`src/rtl/key_digit_display_pkg.sv`:
```
// Shared constants for the key-entry digit display: key codes and
// active-low 7-segment patterns, bit order {dp,g,f,e,d,c,b,a}.
package key_digit_display_pkg;

  localparam logic [3:0] KEY_BACKSPACE = 4'hA;
  localparam logic [3:0] KEY_CLEAR     = 4'hB;

  localparam logic [7:0] SEG_0     = 8'hC0;
  localparam logic [7:0] SEG_1     = 8'hF9;
  localparam logic [7:0] SEG_2     = 8'hA4;
  localparam logic [7:0] SEG_3     = 8'hB0;
  localparam logic [7:0] SEG_4     = 8'h99;
  localparam logic [7:0] SEG_5     = 8'h92;
  localparam logic [7:0] SEG_6     = 8'h82;
  localparam logic [7:0] SEG_7     = 8'hF8;
  localparam logic [7:0] SEG_8     = 8'h80;
  localparam logic [7:0] SEG_9     = 8'h90;
  localparam logic [7:0] SEG_BLANK = 8'hFF;

endpackage

```
`src/rtl/key_digit_display_seg7_decode.sv`:
```
// BCD to active-low 7-segment decoder; non-BCD codes blank the digit.
module seg7_decode
  import key_digit_display_pkg::*;
(
  input  logic [3:0] bcd_i,
  output logic [7:0] seg_o
);

  always_comb begin
    seg_o = SEG_BLANK;
    case (bcd_i)
      4'd0:    seg_o = SEG_0;
      4'd1:    seg_o = SEG_1;
      4'd2:    seg_o = SEG_2;
      4'd3:    seg_o = SEG_3;
      4'd4:    seg_o = SEG_4;
      4'd5:    seg_o = SEG_5;
      4'd6:    seg_o = SEG_6;
      4'd7:    seg_o = SEG_7;
      4'd8:    seg_o = SEG_8;
      4'd9:    seg_o = SEG_9;
      default: seg_o = SEG_BLANK;
    endcase
  end

endmodule

```
`src/rtl/key_digit_display.sv`:
```
// Keypad digit entry buffer with a free-running multiplexed 7-segment scan.
// Digit 0 is the most recent entry and sits in the low nibble of value.
module key_digit_display
  import key_digit_display_pkg::*;
#(
  parameter int SCAN_DIV = 50000,
  parameter int DIGITS   = 8
)
(
  input  logic                  clk,
  input  logic                  reset,
  input  logic                  key_valid,
  input  logic [3:0]            key_code,
  input  logic                  key_clear,
  output logic [7:0]            seg,
  output logic [DIGITS-1:0]     an,
  output logic [4*DIGITS-1:0]   value,
  output logic [3:0]            count,
  output logic                  full
);

  localparam logic [3:0]  DIG_CNT   = 4'(DIGITS);
  localparam logic [2:0]  SCAN_MAX  = 3'(DIGITS - 1);
  localparam logic [19:0] PRESC_MAX = 20'(SCAN_DIV - 1);

  logic [4*DIGITS-1:0] buf_q, buf_d;
  logic [3:0]          count_q, count_d;
  logic [19:0]         presc_q, presc_d;
  logic [2:0]          scan_q, scan_d;
  logic [7:0]          seg_q, seg_d;
  logic [DIGITS-1:0]   an_q, an_d;
  logic [3:0]          digit_sel;
  logic [7:0]          seg_dec;

  // key_clear dominates, so a key arriving in the same cycle is dropped
  always_comb begin
    buf_d   = buf_q;
    count_d = count_q;
    if (key_clear) begin
      buf_d   = '0;
      count_d = 4'd0;
    end else if (key_valid) begin
      if (key_code <= 4'd9) begin
        buf_d = {buf_q[4*DIGITS-5:0], key_code};
        if (count_q != DIG_CNT) count_d = count_q + 4'd1;
      end else if (key_code == KEY_BACKSPACE) begin
        if (count_q != 4'd0) begin
          buf_d   = {4'h0, buf_q[4*DIGITS-1:4]};
          count_d = count_q - 4'd1;
        end
      end else if (key_code == KEY_CLEAR) begin
        buf_d   = '0;
        count_d = 4'd0;
      end
    end
  end

  always_comb begin
    presc_d = presc_q + 20'd1;
    scan_d  = scan_q;
    if (presc_q == PRESC_MAX) begin
      presc_d = 20'd0;
      scan_d  = (scan_q == SCAN_MAX) ? 3'd0 : scan_q + 3'd1;
    end
  end

  always_comb begin
    digit_sel = 4'h0;
    an_d      = '1;
    for (int i = 0; i < DIGITS; i++) begin
      if (scan_q == 3'(i)) begin
        digit_sel = buf_q[4*i +: 4];
        an_d[i]   = 1'b0;
      end
    end
  end

  seg7_decode u_seg7_decode (
    .bcd_i (digit_sel),
    .seg_o (seg_dec)
  );

  // digits at or above count are leading positions and stay dark
  always_comb begin
    seg_d = ({1'b0, scan_q} < count_q) ? seg_dec : SEG_BLANK;
  end

  always_ff @(posedge clk or negedge reset) begin
    if (!reset) begin
      buf_q   <= '0;
      count_q <= 4'd0;
      presc_q <= 20'd0;
      scan_q  <= 3'd0;
      seg_q   <= SEG_BLANK;
      an_q    <= '1;
    end else begin
      buf_q   <= buf_d;
      count_q <= count_d;
      presc_q <= presc_d;
      scan_q  <= scan_d;
      seg_q   <= seg_d;
      an_q    <= an_d;
    end
  end

  assign seg   = seg_q;
  assign an    = an_q;
  assign value = buf_q;
  assign count = count_q;
  assign full  = (count_q == DIG_CNT);

endmodule

```
`config.mk`:
```
export PLATFORM = sky130hd
export DESIGN_NAME = key_digit_display
export DESIGN_NICKNAME = d
export VERILOG_FILES = /design/src/rtl/key_digit_display_pkg.sv /design/src/rtl/key_digit_display_seg7_decode.sv /design/src/rtl/key_digit_display.sv
export SDC_FILE = /design/constraint.sdc
export NUM_CORES = 1
export LEC_CHECK = 0
export BUFFER_PORTS_ARGS = -buffer_cell sky130_fd_sc_hd__buf_2
export CORE_UTILIZATION = 45
export CTS_BUF_LIST = sky130_fd_sc_hd__clkbuf_4 sky130_fd_sc_hd__clkbuf_8
export CTS_CLUSTER_SIZE = 28
export DETAILED_ROUTE_END_ITERATION = 8
export GPL_ROUTABILITY_DRIVEN = 1
export GPL_TIMING_DRIVEN = 0
export PLACE_DENSITY = 0.66
export SYNTH_ARGS = -nofsm -noshare
export SYNTH_HDL_FRONTEND = slang
export SYNTH_SLANG_ARGS = --single-unit
```
`constraint.sdc`:
```
create_clock -name clk -period 6.9 [get_ports clk]
set_input_delay 2.07 -clock clk [delete_from_list [all_inputs] [get_ports clk]]
set_output_delay 2.07 -clock clk [all_outputs]
set_load 0.005 [all_outputs]
```
# == After elaboration in Yosys (flattened, before gate mapping) ==
# Memory sizes are Yosys's and may differ from the RTL's.
# Index checks and enable logic that the tools add are counted.
# classes
n_mux,32
addsub,4
reduce_logical,6
magnitude_cmp,2
n_eq_ne,14
# ops
cell,n
32-bit two-way mux,6
4-bit two-way mux,15
20-bit by 1-bit adder with 20-bit output (second input constant),1
20-bit by 16-bit == test with 1-bit output (second input constant),1
20-bit two-way mux,1
3-bit == test (second input constant),4
4-bit == test (second input constant),3
1-bit two-way mux,8
8-bit two-way mux,1
4-bit nonzero test,2
3-bit by 2-bit == test with 1-bit output (second input constant),2
4-bit by 1-bit adder with 4-bit output (second input constant),1
4-bit less-or-equal comparator (second input constant),1
3-bit by 4-bit < comparator with 1-bit output,1
4-bit by 3-bit != test with 1-bit output (second input constant),1
4-bit != test (second input constant),1
4-bit AND reduction,1
4-bit by 1-bit subtractor with 4-bit output (second input constant),1
3-bit by 1-bit adder with 3-bit output (second input constant),1
3-bit by 1-bit == test with 1-bit output (second input constant),1
3-bit zero test,1
3-bit two-way mux,1
3-bit by 2-bit != test with 1-bit output (second input constant),1
3-bit AND reduction,1
2-bit nonzero test,1
# totals
output_inout_bits,53
memories,1
register_bits,75
elab_cells,65
rom_bits,112
# mem_list
memory,depth,word_bits,read_ports,rd_clocked_by_memory_dff,wr,line,text
(name not given),16,7,1,0,0,key_digit_display_seg7_decode.sv:11,case (bcd_i)

# == Depth between registers and ports, before layout ==
# Gate-level depths: netlist of the first run.
# An unclocked memory read counts as a cell.
# logic_depth
word_depth,11
depth_mapped,11
mapped_depth_nobuf,10

# == By module ==
# Synthesis of the first run repeated with hierarchy kept, for this count alone.
# hier_totals
cells_unflattened,425
hier_area_um2,3982.6
# modules_own_cells
mod,n_inst,cells_per_inst,seq_area_each_um2,area_each_um2
key_digit_display,1,392,1896.8,3771.1
seg7_decode,1,33,0.0,211.5

# == Worst setup path after synthesis of the first run ==
# No wires, ideal clock.
# synth_path
kind,input-to-reg
start,input port key_clear
end,"register buf_q[31], in the netlist value[31]"
setup_slack_ns,3.372
setup_time_ns,0.130
cell_stages,6
required_time_ns,6.770
arrival_time_ns,3.399
cell_sequence,or3b_1 > nor4b_2 > a21oi_1 > clkbuf_1 > nand3_1 > o21ai_1
# synth_between
elab_chain_len,2
word_cells_on_any_way,5
classes_between,eq/ne: 1; mux: 1; reduce/logical: 3
# synth_lines
item,line,text
start: declaration,key_digit_display.sv:14,"input logic key_clear,"
"4-bit by 3-bit != test with 1-bit output (no source line), or another cell as far along",--,
3-bit AND reduction (no source line),--,
end signal: assignment,key_digit_display.sv:97,buf_q <= buf_d;
end: declaration,key_digit_display.sv:26,"logic [4*DIGITS-1:0] buf_q, buf_d;"
# Parallel ways exist; a longest one is shown, timed or not.
# A chain may end at the register's enable or synchronous reset.

# == Worst setup path after layout of the first run ==
# layout_path
start,input port key_clear
end,"register buf_q[8], in the netlist value[8]"
# The elaborated chain is that of the path after synthesis.

==> results.md, run 1 <==
- The first routing iteration left 211 violations.
- The total nets after synthesis is 417.
- Routability-driven placement finished with a final weighted congestion of 0.888.
- The number of port buffers is 59.
- The core region area is 8260 sq um.
- In the final layout, the share of cells above drive strength 1 is 23.5%.
- The hold violation total from the final report is 0.
- Sorting the synthesized cells by area gives the leading types as sky130_fd_sc_hd__dfrtp_1 38%, sky130_fd_sc_hd__dfstp_2 10%, sky130_fd_sc_hd__a21oi_1 5.3%.
- The number of global-route vias before repair is 3126.
- The cell area after layout is 4520 sq um.
- The total of warnings raised by yosys is 0.
- The top-level I/O count is 61.
- The post-CTS repair timing setup buffer count is 0.
- In the synthesized netlist, the number of instances is 397.
- After layout, the design draws a total of 1.05 mW.
- Across the run, the number of max-cap violations was 0.
- The final-report setup violation count is 0.
- The number of gates resized after cts is 0.
- The number of buffer and inverter stages on the critical path is 2.
- The TritonCTS buffer count is 9.
- The kind of critical path is in -> reg.
- The kind of cell adding the most delay to the critical path is simple AND/OR/NAND/NOR gates.
- The category of the worst setup path capture point is a flop.
- The floorplan step set the die height to 94.8 um.
- The largest net degree at the start of global routing is 63.
- For this run, design rule violations remaining after detail routing come to 0.
- The die covers 8980 sq um.
- The highest cell delay on the worst timing path is 0.44 ns.
- The mean instance size in the synthesized netlist is 9.75 sq um.
- The routed layout has 3280 vias.
- For the pin with the worst max-slew slack, the measured transition is 0.865 ns.
- Summed over all cells, the static leakage comes to 2.01 nW.
- For this design the ratio of total power to cell area is 233 nW/um^2.
- Counting flops and latches in the post-synthesis netlist gives 74.
- Headroom to the max-slew limit came out at 42.3%.
- The final routed wire length divided by cell count is 17.1 um.
- The category of the worst setup path launch point is a primary input.
- The area share of the largest cell type after synthesis is 38.1%.
- The synthesized design spends more area on one cell type than any other, namely sky130_fd_sc_hd__dfrtp_1.
- The sequential area share after synthesis is 48.3%.
- The most repeated library cell on the critical path is sky130_fd_sc_hd__a21oi_1.
- The clock period could shrink to 3.71 ns.
- The routed design has 9870 um of wire.
- The share of flip-flops with an asynchronous set or reset after synthesis is 100%.
- The highest clock frequency the design can meet is 0.269 GHz.
- Counting every sink on the clock net gives 74.
- The first global-routing pass estimated 15800 um of wire.
- In this run the worst hold path is classified as reg -> reg.
- The net count of the finished layout is 488.
- The synthesized design contains 0 enable-type register cells.
- The number of antenna violations at the first check in global routing is 0.
- The flow ran to the end, and the final reports show no timing, DRC or antenna violations.
- Once the floorplan was initialized, standard cells occupied 46.9% of the core.
- The worst path required time is 7.10 ns.
- The signal on the critical path passes through buf_2 > or3b_1 > nor4b_2 > a21oi_1 > clkbuf_1 > nor2_1 > a21oi_1.
- Once detailed placement completed, the half-perimeter wirelength came to 6980 um.
- The arrival time of the worst setup path is 3.92 ns.
- After filler insertion, the fill cell instance count of the layout stands at 761.
- The first detailed-routing pass ran for 5 iterations.
- After clock tree synthesis, the clock-pin slew on the worst setup and hold paths is 0.08 ns.
- The setup slack of the most critical reg-to-reg path is 4.27 ns.
- The predominant post-synthesis flop cell is sky130_fd_sc_hd__dfrtp_1.
- Setup repair after global routing left no endpoint under its margin.
- Synthesis instantiated 56 different standard cells from the library.
- No sink is reached through more buffers than the 2 on the longest clock path.
- Global routing used 23.2% of the available tracks across all layers.
- Of all nets on the critical path, the largest fanout is 10.
- The fraction of the core area covered by cells at the end of the flow is 54.7%.
- The most common cell in the synthesized netlist is sky130_fd_sc_hd__dfrtp_1.
- The number of pins with negative max-slew slack in the final report is 0.
- Hold repair after CTS inserted 0 buffers.
- After routing, the total negative slack on setup checks comes to 0 ns.
- The post-synthesis instance area is 3870 sq um.
- For the worst-skew pair, the clock arrives at the later sink with an insertion delay of 0.35 ns.
- The clock arrives with 0.0111 ns of skew.
- The clock tree from TritonCTS is yes.
- The number of nets still failing antenna checks after routing is 0.
- The overall overflow remaining after global route is 0.
- The post-synthesis to final-layout area growth is 16.7%.
- The instance area at placement is 4330 sq um.
- The via density per instance is 5.66.
- The worst-case IR drop observed on VDD is 97.5 uV.
- The cell row count is 33.
- The die outline width is 94.8 um.
- The slowest cell on the critical path is sky130_fd_sc_hd__or3b_1.
- The root buffer cell chosen for the clock tree is sky130_fd_sc_hd__clkbuf_8.
- The commonest cells after synthesis are 59 x sky130_fd_sc_hd__dfrtp_1, 52 x sky130_fd_sc_hd__nor2_1, 41 x sky130_fd_sc_hd__a21oi_1, 27 x sky130_fd_sc_hd__a22oi_1, 22 x sky130_fd_sc_hd__nand2_1.
- The maximum level of the CTS H-tree is 3.
- The fraction of the cycle the final worst path needs is 53.8%.
==> sequential cells by signal, summed over array words and instances (netlist names) <==
register and count:
seg 7, an 8, count 4, scan_q 3, value 32, presc_q 20
==> cell type report <==
| type | count | area [sq um] | share of cell area [%] |
|---|---|---|---|
| flip-flops and latches | 74 | 1870 | 41.4 |
| multi-input cells | 283 | 1830 | 40.5 |
| repair buffers | 60 | 325 | 7.20 |
| clock buffers | 11 | 151 | 3.35 |
| well taps | 105 | 131 | 2.91 |
| plain buffers | 22 | 101 | 2.24 |
| inverters | 18 | 67.6 | 1.50 |
| clock inverters | 5 | 36.3 | 0.803 |
| diodes | 1 | 2.50 | 0.0554 |
==> layout by cell type (no fill, tap or decap), types with 14 or more instances in the layout <==
cell / n
sky130_fd_sc_hd__buf_2: 64
sky130_fd_sc_hd__nor2_1: 52
sky130_fd_sc_hd__inv_1: 18
sky130_fd_sc_hd__nand2_1: 22
sky130_fd_sc_hd__dfrtp_1: 59
sky130_fd_sc_hd__clkbuf_1: 14
sky130_fd_sc_hd__a22oi_1: 27
sky130_fd_sc_hd__a21oi_1: 41
sky130_fd_sc_hd__dfstp_2: 15
==> cell families (layout without fill, tap and decap cells) <==
group / after synthesis / in the layout / synth area share [%]
adder cells (fa/ha/maj): 12 / 12 / 3.88
buffers and inverters: 40 / 116 / 4.36
other: 1 / 2 / 0.0969
XOR/XNOR: 20 / 20 / 4.52
flip-flops: 74 / 74 / 48.3
AO/OA/AOI/OAI: 122 / 122 / 22.0
multiplexers: 6 / 6 / 1.62
AND/OR/NAND/NOR: 122 / 122 / 15.2
==> report_power, final <==
| group | switching, mW | total, mW | internal [mW] | leakage [nW] |
|---|---|---|---|---|
| Sequential | 0.0477 | 0.533 | 0.485 | 0.924 |
| Combinational | 0.112 | 0.202 | 0.0898 | 1.00 |
| Clock | 0.168 | 0.318 | 0.151 | 0.0880 |
==> metal layers <==
layer | wire length [um] | share of wire [%] | GRT usage [%]
met1 | 4470 | 45 | 30.5
met2 | 4730 | 48 | 38.0
met3 | 537 | 5.4 | 3.70
met4 | 135 | 1.4 | 9.85
met5 | 0 | 0 | 0
==> worst paths after layout <==
check / startpoint / to / cells after the start
min reg2reg: presc_q[0] / presc_q[0] / 1
max: key_clear / value[8] / 7
max in group asynchronous: reset / an[2] / 2
max reg2reg: scan_q[2] / seg[3] / 11
min in group asynchronous: reset / count[3] / 1
min: presc_q[0] / presc_q[0] / 1
==> stage by stage <==
| step | instances | worst slack (ns) | hold slack, ns |
|---|---|---|---|
| floorplan | 397 | 3.37 | 0.446 |
| CTS | 578 | 3.19 | 0.482 |
| finish | 579 | 3.19 | 0.479 |
| detailed placement | 562 | 2.89 | 0.467 |
| global route | 578 | 3.05 | 0.503 |
| global placement | 561 | 2.89 | 0.463 |
(Power assumes the default switching activity.)
==> inputs of run 2 (changes only) <==
PLACE_DENSITY = 0.68   (was 0.66)
clock period = 3 ns   (was 6.9 ns; I/O delays follow)
==> results.md, run 2 (same netlist as run 1, synthesis figures left out) <==
- After clock tree synthesis, the clock-pin slew on the worst setup and hold paths is 0.08 ns.
- The post-synthesis to final-layout area growth is 17.5%.
- The clock latency at the later pin of the worst-skew pair is 0.35 ns.
- The core region is 8260 sq um.
- The fraction of the core area covered by cells at the end of the flow is 55.1%.
- The maximum level of the CTS H-tree is 3.
- For this run, the detailed router's first-pass iteration total came to 5.
- The path class of the lowest-slack min-delay path is in -> async.
- The highest clock frequency the design can meet is 0.371 GHz.
- Along the worst path, the maximum fanout reaches 10.
- The leakage power total is 2.04 nW.
- The category of the worst setup path capture point is a flop.
- The number of pins with negative max-slew slack in the final report was 0.
- The final estimated routing congestion in global placement is 0.854.
- The filler-free cell count of the finished design is 578.
- The number of global-route vias before repair is 3097.
- TritonCTS built the clock tree.
- The run finished with clean final reports.
- The number of sinks handled by clock tree synthesis is 74.
- The instance area at placement is 4330 sq um.
- The cell area after layout is 4550 sq um.
- The first-pass GRT wire length is 16000 um.
- The final critical path takes up 89.9% of the cycle.
- Detailed placement finished with a half-perimeter wire length of 6920 um.
- In the global route stage, overall resource usage came out at 23.6%.
- The count of nets left with antenna violations once routing finished came out at 0.
- The overall overflow remaining after global route is 0.
- The hold violation total from the final report is 0.
- The startpoint identified for the worst register-to-register timing path is scan_q[2].
- The count of unresolved DRC violations after routing is 0.
- The die covers 8980 sq um.
- The aggregate negative setup slack is 0 ns.
- The height of the die is 94.8 um.
- The die outline width is 94.8 um.
- The worst path required time is 3.28 ns.
- The worst pin sits at a relative slew slack of 40.9%.
- The final layout net count is 488.
- The cell row count is 33.
- The number of hold buffers added after CTS is 0.
- The total number of vias is 3358.
- The maximum VDD drop is 206 uV.
- Pin placement for this block handled 61 I/O pins.
- The shortest clock period the worst path allows after layout is 2.70 ns.
- The arrival time of the worst setup path is 2.97 ns.
- In the final layout, the share of cells above drive strength 1 is 23.5%.
- The diode insertion count for antenna repair is 0.
- The first routing iteration left 216 violations.
- The most frequent standard cell in the layout excluding fill and tap cells is sky130_fd_sc_hd__buf_2.
- The initial cell density of the core is 46.9%.
- STA classifies the critical path startpoint as a flop.
- The cell total after placement is 562.
- The TritonCTS buffer count is 9.
- The number of antenna violations at the first check in global routing is 0.
- After clock tree synthesis, the repair step resized 0 gates.
- The final routed wire length divided by cell count is 17.1 um.
- Setup repair after global routing left no endpoint under its margin.
- The clock arrives with 0.0117 ns of skew.
- The post-CTS repair timing setup buffer count is 0.
- In the layout the commonest cells are 64 x sky130_fd_sc_hd__buf_2, 59 x sky130_fd_sc_hd__dfrtp_1, 52 x sky130_fd_sc_hd__nor2_1.
- The final layout contains routed wiring with a total length of 9860 um.
- The buffer type at the clock tree root is sky130_fd_sc_hd__clkbuf_8.
- The critical path is of the reg -> reg type.
- At the pin with the least slew margin, the transition time is 0.887 ns.
- The number of port buffers is 59.
- The largest net degree at the start of global routing is 64.
- The via density per instance is 5.81.
- The final-report setup violation count is 0.
- The register with the most flip-flops in the layout has 32 of them.
- The tool flagged a number of max-cap violations equal to 0.
- The maximum buffer depth of the clock tree is 2.
- The cell area power density is 565 nW/um^2.
- In this run the worst setup path begins at scan_q[2].
==> run 2: worst max-delay path, cell delays in order, from the launching register on <==
cell                       delay (ns)
sky130_fd_sc_hd__dfrtp_1         0.50
sky130_fd_sc_hd__inv_1           0.18
sky130_fd_sc_hd__ha_1            0.26
sky130_fd_sc_hd__buf_2           0.18
sky130_fd_sc_hd__nor2_1          0.22
sky130_fd_sc_hd__o21ai_0         0.14
sky130_fd_sc_hd__o2111a_1        0.28
sky130_fd_sc_hd__nor2_1          0.31
sky130_fd_sc_hd__ha_1            0.31
sky130_fd_sc_hd__inv_1           0.05
sky130_fd_sc_hd__o21ai_0         0.08
sky130_fd_sc_hd__o211ai_1        0.12
==> run 2: path summary, 6_finish.rpt <==
| path | slack [ns] | depth (start not counted) | endpoint |
|---|---|---|---|
| max | 0.30 | 11 | seg[3] |
| min | 0.39 | 1 | count[3] |
| max reg2reg | 0.30 | 11 | seg[3] |
| min reg2reg | 0.49 | 1 | presc_q[19] |
| max in group asynchronous | 2.02 | 2 | an[2] |
| min in group clk | 0.49 | 1 | presc_q[19] |
==> run 2: layer usage <==
layer / track usage [%] / wire length [um] / vias to the layer above / share of wire [%]
li1: - / - / 1569 / -
met1: 31.9 / 4340 / 1620 / 44
met2: 36.9 / 4680 / 143 / 47
met3: 4.91 / 584 / 26 / 5.9
met4: 9.34 / 255 / 0 / 2.6
met5: 0 / 0 / - / 0
==> run 2: area by class of cell <==
cell class	instances	area, sq um
Fill cell	745	3710
Timing Repair Buffer	60	325
Clock buffer	10	131
Tap cell	105	131
Buffer	22	101
Sequential cell	74	1870
Multi-Input combinational cell	283	1830
Clock inverter	6	90.1
Inverter	18	67.6
==> run 2: through the flow <==
| stage | power (mW) | hold WS, ns | setup slack [ns] |
|---|---|---|---|
| after CTS | 2.59 | 0.386 | 0.342 |
| after global routing | 2.70 | 0.387 | 0.0689 |
| after floorplan | 1.48 | 0.446 | 0.642 |
| final | 2.57 | 0.393 | 0.302 |
| after global placement | 1.69 | 0.463 | 0.152 |
| after detailed placement | 1.70 | 0.477 | 0.142 |
==> run 2: report_power, final <==
group / total, mW / switching, mW / internal, mW
logic: 0.461 / 0.254 / 0.207
registers: 1.22 / 0.106 / 1.12
clock network: 0.887 / 0.406 / 0.481
total: 2.57 / 0.767 / 1.80
==> inputs of run 3 (changes only) <==
==> constraint.sdc (replaced) <==
create_clock -name clk -period 3 [get_ports clk]
set_input_delay 0.15 -clock clk [delete_from_list [all_inputs] [get_ports clk]]
set_output_delay 0.15 -clock clk [all_outputs]
set_load 0.005 [all_outputs]
==> results.md, run 3 (same netlist as run 1, synthesis figures left out) <==
- The flow ran to the end, and the final reports show no timing, DRC or antenna violations.
- The cell-internal power is 1.80 mW.
- Setup repair after global routing left no endpoint under its margin.
- The half-perimeter wire length after detailed placement is 6920 um.
- After clock tree synthesis, the clock-pin slew on the worst setup and hold paths is 0.08 ns.
- Timing would allow up to 0.372 GHz.
- In this run switching power makes up 29.8% of total power.
- The final layout net count is 489.
- After layout, the worst path uses 89.5% of the clock period.
- The number of buffer and inverter stages on the critical path is 3.
- The region available for standard cell placement spans 8260 sq um.
- The maximum VDD drop is 206 uV.
- The number of antenna violations at the first check in global routing is 0.
- In this run the tightest slew margin relative to its limit is 41.9%.
- STA classifies the critical path startpoint as a flop.
- For the worst setup path, the data required time is 3.27 ns.
- Max-cap violations in this run came to 0.
- The leakage power total is 2.04 nW.
- The cell total after placement is 562.
- The path class of the tightest hold or removal check is in -> async.
- The total routing usage reported by global routing is 23.6%.
- Across the routed clock network, the largest skew measured is 0.0104 ns.
- The shortest clock period the worst path allows after layout is 2.69 ns.
- The number of global-route vias before repair came to 3109.
- For this design, the slowest cell found on the critical path is sky130_fd_sc_hd__dfrtp_1.
- The count of unresolved DRC violations after routing is 0.
- The number of setup buffers added after CTS is 0.
- The count of cells in the finished layout, fillers not included, comes to 579.
- The final routed wire length divided by cell count is 17.1 um.
- Buffers inserted during clock tree synthesis total 9.
- The first global-routing pass estimated 16000 um of wire.
- The worst setup path is of the reg -> reg kind.
- The combinational fraction of design power is 18.0%.
- Once layout is done, the placed cells without fillers occupy 4560 sq um.
- The detailed router finished its first iteration with 218 violations.
- The via density per instance is 5.79.
- The final estimated routing congestion in global placement is 0.854.
- The instance area at placement is 4330 sq um.
- For this design the ratio of total power to cell area is 564 nW/um^2.
- The number of gates resized after cts is 0.
- The repair_antennas step left the layout with diodes totalling 0.
- The number of hold buffers added after CTS was 1.
- The number of port buffers is 59.
- The H-tree was split into 3 levels.
- In this run the worst path has a maximum fanout of 10.
- The overall overflow remaining after global route is 0.
- The final-report setup violation count is 0.
- Traced cell by cell, the critical path runs through inv_1 > ha_1 > buf_2 > nor2_1 > o21ai_0 > o2111a_1 > nor2_1 > ha_1 > inv_1 > o21ai_0 > o211ai_1.
- The floorplan step defined a die boundary enclosing 8980 sq um.
- After routing, the total negative slack on setup checks comes to 0 ns.
- Counting the fill cells in the layout gives 744.
- Power comes to 2.57 mW.
- In this run the deepest clock path goes through 2 buffers.
- The hold violation total from the final report is 0.
- The total number of vias is 3352.
- The height of the die is 94.8 um.
- The detailed-route wire length is 9900 um.
- The flip-flop count of the largest register after layout is 32.
- The share of total power dissipated in the clock network is 34.5%.
- Clock tree synthesis found a total of 74 sinks.
- The root buffer cell chosen for the clock tree is sky130_fd_sc_hd__clkbuf_8.
- The clock latency at the later pin of the worst-skew pair is 0.35 ns.
- The iteration count of the initial detailed-routing pass is 5.
- TritonCTS built the clock tree.
- For this run, the slowest stage of the critical path takes 0.50 ns.
- The number of nets still failing antenna checks after routing is 0.
- The multi-input combinational cells in the finished layout cover a total of 1830 sq um.
- The cell row count is 33.
- The arrival time of the worst setup path is 2.96 ns.
- The top-level I/O count is 61.
- The area taken by flip-flops and latches is 1870 sq um.
- The number of pins with negative max-slew slack in the final report is 0.
- In this run the power spent charging and discharging nets is 0.767 mW.
- The initial cell density of the core is 46.9%.
- The library cell used most frequently in the layout, excluding fill and tap cells, is sky130_fd_sc_hd__buf_2.
- The fraction of layout instances using a drive strength above 1 is 23.4%.
- The largest net degree at the start of global routing is 64.
- The top cell types in the final layout, fill and taps aside, are 64 x sky130_fd_sc_hd__buf_2, 59 x sky130_fd_sc_hd__dfrtp_1, 52 x sky130_fd_sc_hd__nor2_1.
- The die outline width is 94.8 um.
- The kind of cell with the highest combined delay along the critical path is compound AO/OA/AOI/OAI gates.
- The post-synthesis to final-layout area growth is 17.8%.
- The transition at the pin with the smallest max-transition slack is 0.871 ns.
- In this run, flip-flops and latches consume 47.5% of the power.
- STA classifies the critical path endpoint as a flop.
-- run 3: cell types whose count changed in the layout (fill, tap and decap cells not counted), sizes merged --
cell | previous run | this run
dlygate4sd3 | 0 | 1
-- run 3: path summary, 6_finish.rpt --
check                         endpoint  cells past startpoint        start  slack, ns
setup / recovery                seg[3]                     11    scan_q[2]       0.31
hold reg to reg            presc_q[19]                      1  presc_q[19]       0.49
min in group clk              value[1]                      3  key_code[1]       0.19
setup reg to reg                seg[3]                     11    scan_q[2]       0.31
hold / removal                count[3]                      2        reset       0.19
max in group asynchronous        an[2]                      3        reset       2.22
-- run 3: final cells by class --
class | instances | share of cell area [%]
buffer | 22 | 2.22
inverter | 18 | 1.48
timing repair buffer | 61 | 7.35
clock buffer | 10 | 2.88
multi-input combinational | 283 | 40.2
clock inverter | 6 | 1.98
sequential | 74 | 41.0
tap | 105 | 2.88
-- run 3: metal layers --
metal,share of wire [%],GRT usage [%],routed length [um],vias up
li1,-,-,-,1570
met1,44,31.9,4370,1621
met2,47,37.1,4700,139
met3,6.2,4.91,616,22
met4,2.2,9.34,222,0
met5,0,0,0,-
-- run 3: per-stage QoR --
stage | utilization [%] | hold slack [ns] | setup WS (ns)
after floorplan | - | -0.146 | 0.644
after global placement | 52.0 | 0.463 | 0.376
after detailed placement | 52.4 | 0.0125 | 0.364
after CTS | 55.2 | 0.177 | 0.342
after global routing | 55.2 | 0.197 | 0.0689
final | 55.2 | 0.186 | 0.314
-- run 3: worst reg2reg max path, delay by kind of cell (launching register included) --
family                   cells  cell delay (ns)
buffers and inverters        3             0.41
adder cells (fa/ha/maj)      2             0.57
flip-flops                   1             0.50
AO/OA/AOI/OAI                4             0.61
AND/OR/NAND/NOR              2             0.52
-- run 3: power groups by stage --
stage | sequential [mW] | clock [mW] | combinational [mW]
floorplan | 1.22 | 0 | 0.260
global placement | 1.24 | 0 | 0.451
detailed placement | 1.24 | 0 | 0.462
CTS | 1.22 | 0.900 | 0.466
global route | 1.23 | 0.946 | 0.523
finish | 1.22 | 0.887 | 0.462
